===== src/rtl/sipo_pkg.sv =====
// -----------------------------------------------------------------------------
// sipo_pkg
//   Definitions shared by the serial-in, parallel-out receiver.
//   - SIPO_DEF_WIDTH : default parallel word width
//   - sipo_cnt_w()   : width of the bit counter for a given word width
//   - sipo_cnt_t     : counter type sized for the default width
//   Optional feature macro used by the including files: SIPO_BIT_COUNT_EN.
// -----------------------------------------------------------------------------
package sipo_pkg;

   localparam int SIPO_DEF_WIDTH = 42;

   // A counter must hold the values 0 .. width-1. Never go below one bit.
   function automatic int sipo_cnt_w(input int width);
      return (width > 1) ? $clog2(width) : 1;
   endfunction

   typedef logic [sipo_cnt_w(SIPO_DEF_WIDTH)-1:0] sipo_cnt_t;

endpackage


===== src/rtl/sipo_bit_counter.sv =====
// -----------------------------------------------------------------------------
// sipo_bit_counter
//   Modulo-WIDTH counter of captured bits, with a registered one-cycle wrap
//   pulse raised on the edge that takes the count from WIDTH-1 back to 0.
//   Used by sipo only when SIPO_BIT_COUNT_EN is defined.
// Ports
//   clk   in   rising-edge clock
//   rst   in   asynchronous, active-high reset
//   en    in   count enable (one captured bit)
//   cnt   out  [CW-1:0] bits captured in the current word
//   wrap  out  one-cycle pulse on the edge that completes a word
// -----------------------------------------------------------------------------
module sipo_bit_counter
   import sipo_pkg::*;
#(
   parameter  int WIDTH = SIPO_DEF_WIDTH,
   localparam int CW    = sipo_cnt_w(WIDTH)
) (
   input  logic          clk,
   input  logic          rst,
   input  logic          en,
   output logic [CW-1:0] cnt,
   output logic          wrap
);

   logic [CW-1:0] cnt_q, cnt_d;
   logic          wrap_q, wrap_d;

   always_comb begin
      // NOTE: every output of this block gets a default first, so no branch
      // can leave a value unassigned and infer a latch.
      cnt_d  = cnt_q;
      wrap_d = 1'b0;
      if (en) begin
         if (cnt_q == CW'(WIDTH - 1)) begin
            cnt_d  = '0;
            wrap_d = 1'b1;
         end else begin
            cnt_d  = cnt_q + CW'(1);
         end
      end
   end

   always_ff @(posedge clk or posedge rst) begin
      // NOTE: non-blocking assignments so every flop samples pre-edge values.
      if (rst) begin
         cnt_q  <= '0;
         wrap_q <= 1'b0;
      end else begin
         cnt_q  <= cnt_d;
         wrap_q <= wrap_d;
      end
   end

   assign cnt  = cnt_q;
   assign wrap = wrap_q;

endmodule


===== src/rtl/sipo.sv =====
// -----------------------------------------------------------------------------
// sipo
//   Serial-in, parallel-out shift register. One serial bit is captured on each
//   rising clk edge with load=1; a word arrives MSB first and ends up with its
//   first bit at data_out[WIDTH-1]. Loading past WIDTH bits keeps a sliding
//   window of the most recent WIDTH bits.
// Configuration
//   SIPO_BIT_COUNT_EN : adds bit_cnt / word_vld, driven by sipo_bit_counter.
// Ports
//   clk       in   rising-edge clock
//   rst       in   asynchronous, active-high reset
//   load      in   shift enable
//   data_in   in   serial bit, ignored when load=0
//   data_out  out  [WIDTH-1:0] shift-register contents (straight from flops)
//   bit_cnt   out  [CW-1:0] bits captured in current word (optional)
//   word_vld  out  one-cycle pulse when a word completes (optional)
// -----------------------------------------------------------------------------
module sipo
   import sipo_pkg::*;
#(
   parameter  int WIDTH = SIPO_DEF_WIDTH
`ifdef SIPO_BIT_COUNT_EN
   ,
   localparam int CW    = sipo_cnt_w(WIDTH)
`endif
) (
   input  logic             clk,
   input  logic             rst,
   input  logic             load,
   input  logic             data_in,
`ifdef SIPO_BIT_COUNT_EN
   output logic [CW-1:0]    bit_cnt,
   output logic             word_vld,
`endif
   output logic [WIDTH-1:0] data_out
);

   generate
      if (WIDTH < 2) begin : g_width_check
         $fatal(1, "sipo: WIDTH must be >= 2, got %0d", WIDTH);
      end
   endgenerate

   logic [WIDTH-1:0] data_q;

   // New bits enter at bit 0 and age toward the MSB; the oldest bit falls off
   // the top on every shift. data_in is not looked at when load=0.
   always_ff @(posedge clk or posedge rst) begin
      if (rst) begin
         data_q <= '0;
      end else if (load) begin
         data_q <= {data_q[WIDTH-2:0], data_in};
      end
   end

   assign data_out = data_q;

`ifdef SIPO_BIT_COUNT_EN
   sipo_bit_counter #(
      .WIDTH (WIDTH)
   ) u_bit_counter (
      .clk  (clk),
      .rst  (rst),
      .en   (load),
      .cnt  (bit_cnt),
      .wrap (word_vld)
   );
`endif

endmodule


===== config.mk =====
export PLATFORM = sky130hd
export DESIGN_NAME = sipo
export DESIGN_NICKNAME = d
export VERILOG_FILES = /design/src/rtl/sipo_pkg.sv /design/src/rtl/sipo_bit_counter.sv /design/src/rtl/sipo.sv
export SDC_FILE = /design/constraint.sdc
export NUM_CORES = 1
export LEC_CHECK = 0
export BUFFER_PORTS_ARGS = -buffer_cell sky130_fd_sc_hd__buf_2
export CAP_MARGIN = 10
export CORE_MARGIN = 2
export CORE_UTILIZATION = 45
export DETAILED_ROUTE_END_ITERATION = 16
export PLACE_DENSITY = 0.7
export SLEW_MARGIN = 10
export SYNTH_ARGS = -nofsm -noshare
export SYNTH_HDL_FRONTEND = slang
export SYNTH_SLANG_ARGS = --single-unit

===== constraint.sdc =====
create_clock -name clk -period 1.8 [get_ports clk]
set_clock_uncertainty 0.1 [all_clocks]
set_input_delay 0.36 -clock clk [delete_from_list [all_inputs] [get_ports clk]]
set_output_delay 0.36 -clock clk [all_outputs]
set_load 0.02 [all_outputs]

# == Yosys cells after proc, flatten, opt, wreduce, memory -nomap -nowiden ==
# Cells that the tools add are included.
# op_classes
add_sub_neg,0
n_mul,0
div_mod_pow,0
order_cmp,0
n_eq_ne,0
n_shift,0
mux,0
n_bitwise,0
reduce_logical,0
# word_totals
regBits,42
latch_bits,0
ramBits,0
rom_bits,0
input_bits,4
out_inout_bits,42
wordCells,1
n_memories,0

# == Depth between registers and ports, before layout ==
# depth
depth_word,0
mapped_depth,3

# == Least setup slack after synthesis ==
# Ideal clock, no wire load.
# synth_path
path_kind,input -> register
from,input load
to,register data_q[0] (netlist: data_out[0])
setup_time_ns,0.125
arrival_time_ns,0.919
setup_slack_ns,0.656
cell_stages,3
path_cell_list,buf_6 buf_12 mux2_4
# synth_lines
item,line_no,source
from (decl),sipo.sv:29,"input logic load,"
to (signal assigned),sipo.sv:52,"data_q <= {data_q[WIDTH-2:0], data_in};"
to (decl),sipo.sv:44,logic [WIDTH-1:0] data_q;
# No word-level cell between the ends.

# == Worst setup path in the final report ==
# layout_path
from,register data_q[0] (netlist: data_out[0])
to,output data_out[0]
# layout_lines
item,line_no,source
to (decl),sipo.sv:35,output logic [WIDTH-1:0] data_out
# No word-level cell between the ends.

==> metrics.csv <==
metric,value,unit
status,"finished, final reports clean",
RSZ-0062 raised after global routing,false,
post-cts resize count,0,
sequential cell area fraction in the yosys report,59.4,%
average instance area after synthesis,19.7,µm²
synthesized net count,94,
later-pin clock latency in the skew report,290,ps
post-layout total power,3.17,mW
cell count after synthesis,90,
number of setup violations in the final report,0,
slowest cell delay on critical path,420,ps
most frequent standard cell in the layout excluding fill and tap cells,buf_2,
dominant delay contributor by cell family on the critical path,flip-flops,
Layout Utilization,56.2,%
kind of launch point of the worst setup path,register,
summed negative setup slack over all endpoints,0,ps
critical path required time,1340,ps
total via count after detailed routing,913,
hold crit path type,primary input to register,
part of the power in combinational logic,36.5,%
number of pins exceeding their max-slew limit in the final report,0,
Worst Hold Depth,2,
net switching share of the total power,34.9,%
sequential share of power,46.1,%
Cell Pwr Density,1520,mW/mm²
Post CTS Setup Buffer Count,0,
Routability Congestion,0.603,
slew margin rel.,71.5,%
vias per cell,4.83,
highest fanout seen on the critical path,3,
DRT Wirelength,2940,µm
synthesized flop and latch total,42,
clock network power share,17.4,%
number of rows in the core area,22,
Initial DRT Pass Iterations,4,
final-stage net count,145,
library cells used by synthesis,6,
ratio of final minimum period to clock period,74.3,%
number of warnings reported in the yosys synthesis log,0,
routed length per placed instance,15.5,µm
summed area of non-filler cells in the final layout,0.00209,mm²
Max VDD drop,964,µV
total inserted antenna cells,0,
number of levels in the clock H-tree,2,
height of the die,66.7,µm
GR Overflow Total,0,
vias in the first global route,960,
Fillers,323,
most frequent cells in the layout,"buf_2 (45), dfrtp_1 (42), mux2_4 (40)",
cell chain of the critical path,buf_2,
share of cells above drive strength 1,68.8,%
CTS tree,done,
timing-limited maximum frequency,748,MHz
final critical path time including I/O delays and setup,1340,ps
worst-path cell with the longest stage delay,dfrtp_1,
number of buffers on the longest clock path,2,
largest net degree at the start of global routing,43,
"Cell Area, Placed",0.00200,mm²
die width,66.7,µm
Netlist Area Pre-Place,0.00177,mm²
switching power,1.11,mW
number of flip-flops under the largest register name,42,
Port Buf Inserts,45,
number of buffers inserted during clock tree synthesis,5,
dpl hpwl,2000,µm
area enclosed by the die boundary,0.00445,mm²
Core Footprint,0.00372,mm²
total of hold buffers inserted after clock tree synthesis,1,
clock transition at the register clock pins on the worst setup and hold paths after CTS,70,ps
initial antenna violation count,0,
cell depth of the worst flop-to-flop path,1,
Starting Density,47.6,%
worst reg-to-reg setup slack,880,ps
Setup crit end kind,primary output,
critical path depth,1,
DR DRC count,0,
number of sinks handled by clock tree synthesis,42,
final hold violation count,0,
number of ports placed on the die boundary,46,
critical setup path kind,register to primary output,
wire length of the first global-routing pass,4990,µm
cell at the root of the clock tree,clkbuf_8,
static leakage power,1.15,nW
transition at the pin with the smallest max-transition slack,427,ps
violation count after the first detailed-route iteration,65,
internal cell power,2.06,mW
total global routing track utilization,15.6,%
arrival time at the worst endpoint,880,ps
crit path buf inv count,1,
max-capacitance violation count,0,
final hold slack,229,ps
Antenna Violating Nets Remaining,0,
relative area change from synthesis to final layout,18.0,%
## logic make-up after synthesis
group	share of synthesized area, %
flip-flops	59.4
multiplexers	35.2
buffers and inverters	5.37
## stage by stage
| stage | std cells | worst slack, ps |
|---|---|---|
| after floorplan | 90 | 366 |
| after global placement | 181 | 454 |
| after detailed placement | 181 | 434 |
| after CTS | 189 | 448 |
| after global routing | 189 | 368 |
| final | 189 | 463 |
## area by class of cell
| cell class | count | area (µm²) | area share, % |
|---|---|---|---|
| clock buffer | 5 | 68.8 | 3.30 |
| clock inverter | 2 | 10.0 | 0.480 |
| inverter | 1 | 3.75 | 0.180 |
| multi-input combinational | 42 | 623 | 29.9 |
| sequential | 42 | 1050 | 50.4 |
| tap | 48 | 60.1 | 2.88 |
| timing repair buffer | 49 | 270 | 12.9 |
## power by group through the flow
stage | combinational (mW) | clock, mW | sequential (mW)
floorplan | 0.480 | 0 | 1.79
global placement | 1.15 | 0 | 1.46
detailed placement | 1.17 | 0 | 1.47
CTS | 1.18 | 0.574 | 1.47
global route | 1.23 | 0.631 | 1.51
finish | 1.16 | 0.553 | 1.46
## final timing paths
check                                          from                        to
max                         data_out[0]$_DFFE_PP0P_               data_out[0]
min                                         data_in   data_out[0]$_DFFE_PP0P_
max reg2reg                 data_out[0]$_DFFE_PP0P_   data_out[0]$_DFFE_PP0P_
min reg2reg                data_out[41]$_DFFE_PP0P_  data_out[41]$_DFFE_PP0P_
max in group asynchronous                       rst  data_out[25]$_DFFE_PP0P_
min in group asynchronous                       rst  data_out[15]$_DFFE_PP0P_
## Yosys cell counts, drive strengths merged
cell	number	area, µm²
inv	1	3.75
mux2	42	623
dfrtp	42	1050
buf	5	91.3
## per-layer routing
layer / routed length [µm] / vias to the layer above / global-route usage [%]
met5: 0 / - / 0
met4: 21 / 0 / 4.59
met3: 152 / 4 / 6.42
met2: 1400 / 29 / 23.0
met1: 1360 / 469 / 21.1
li1: - / 411 / -
(Power assumes the default switching activity.)
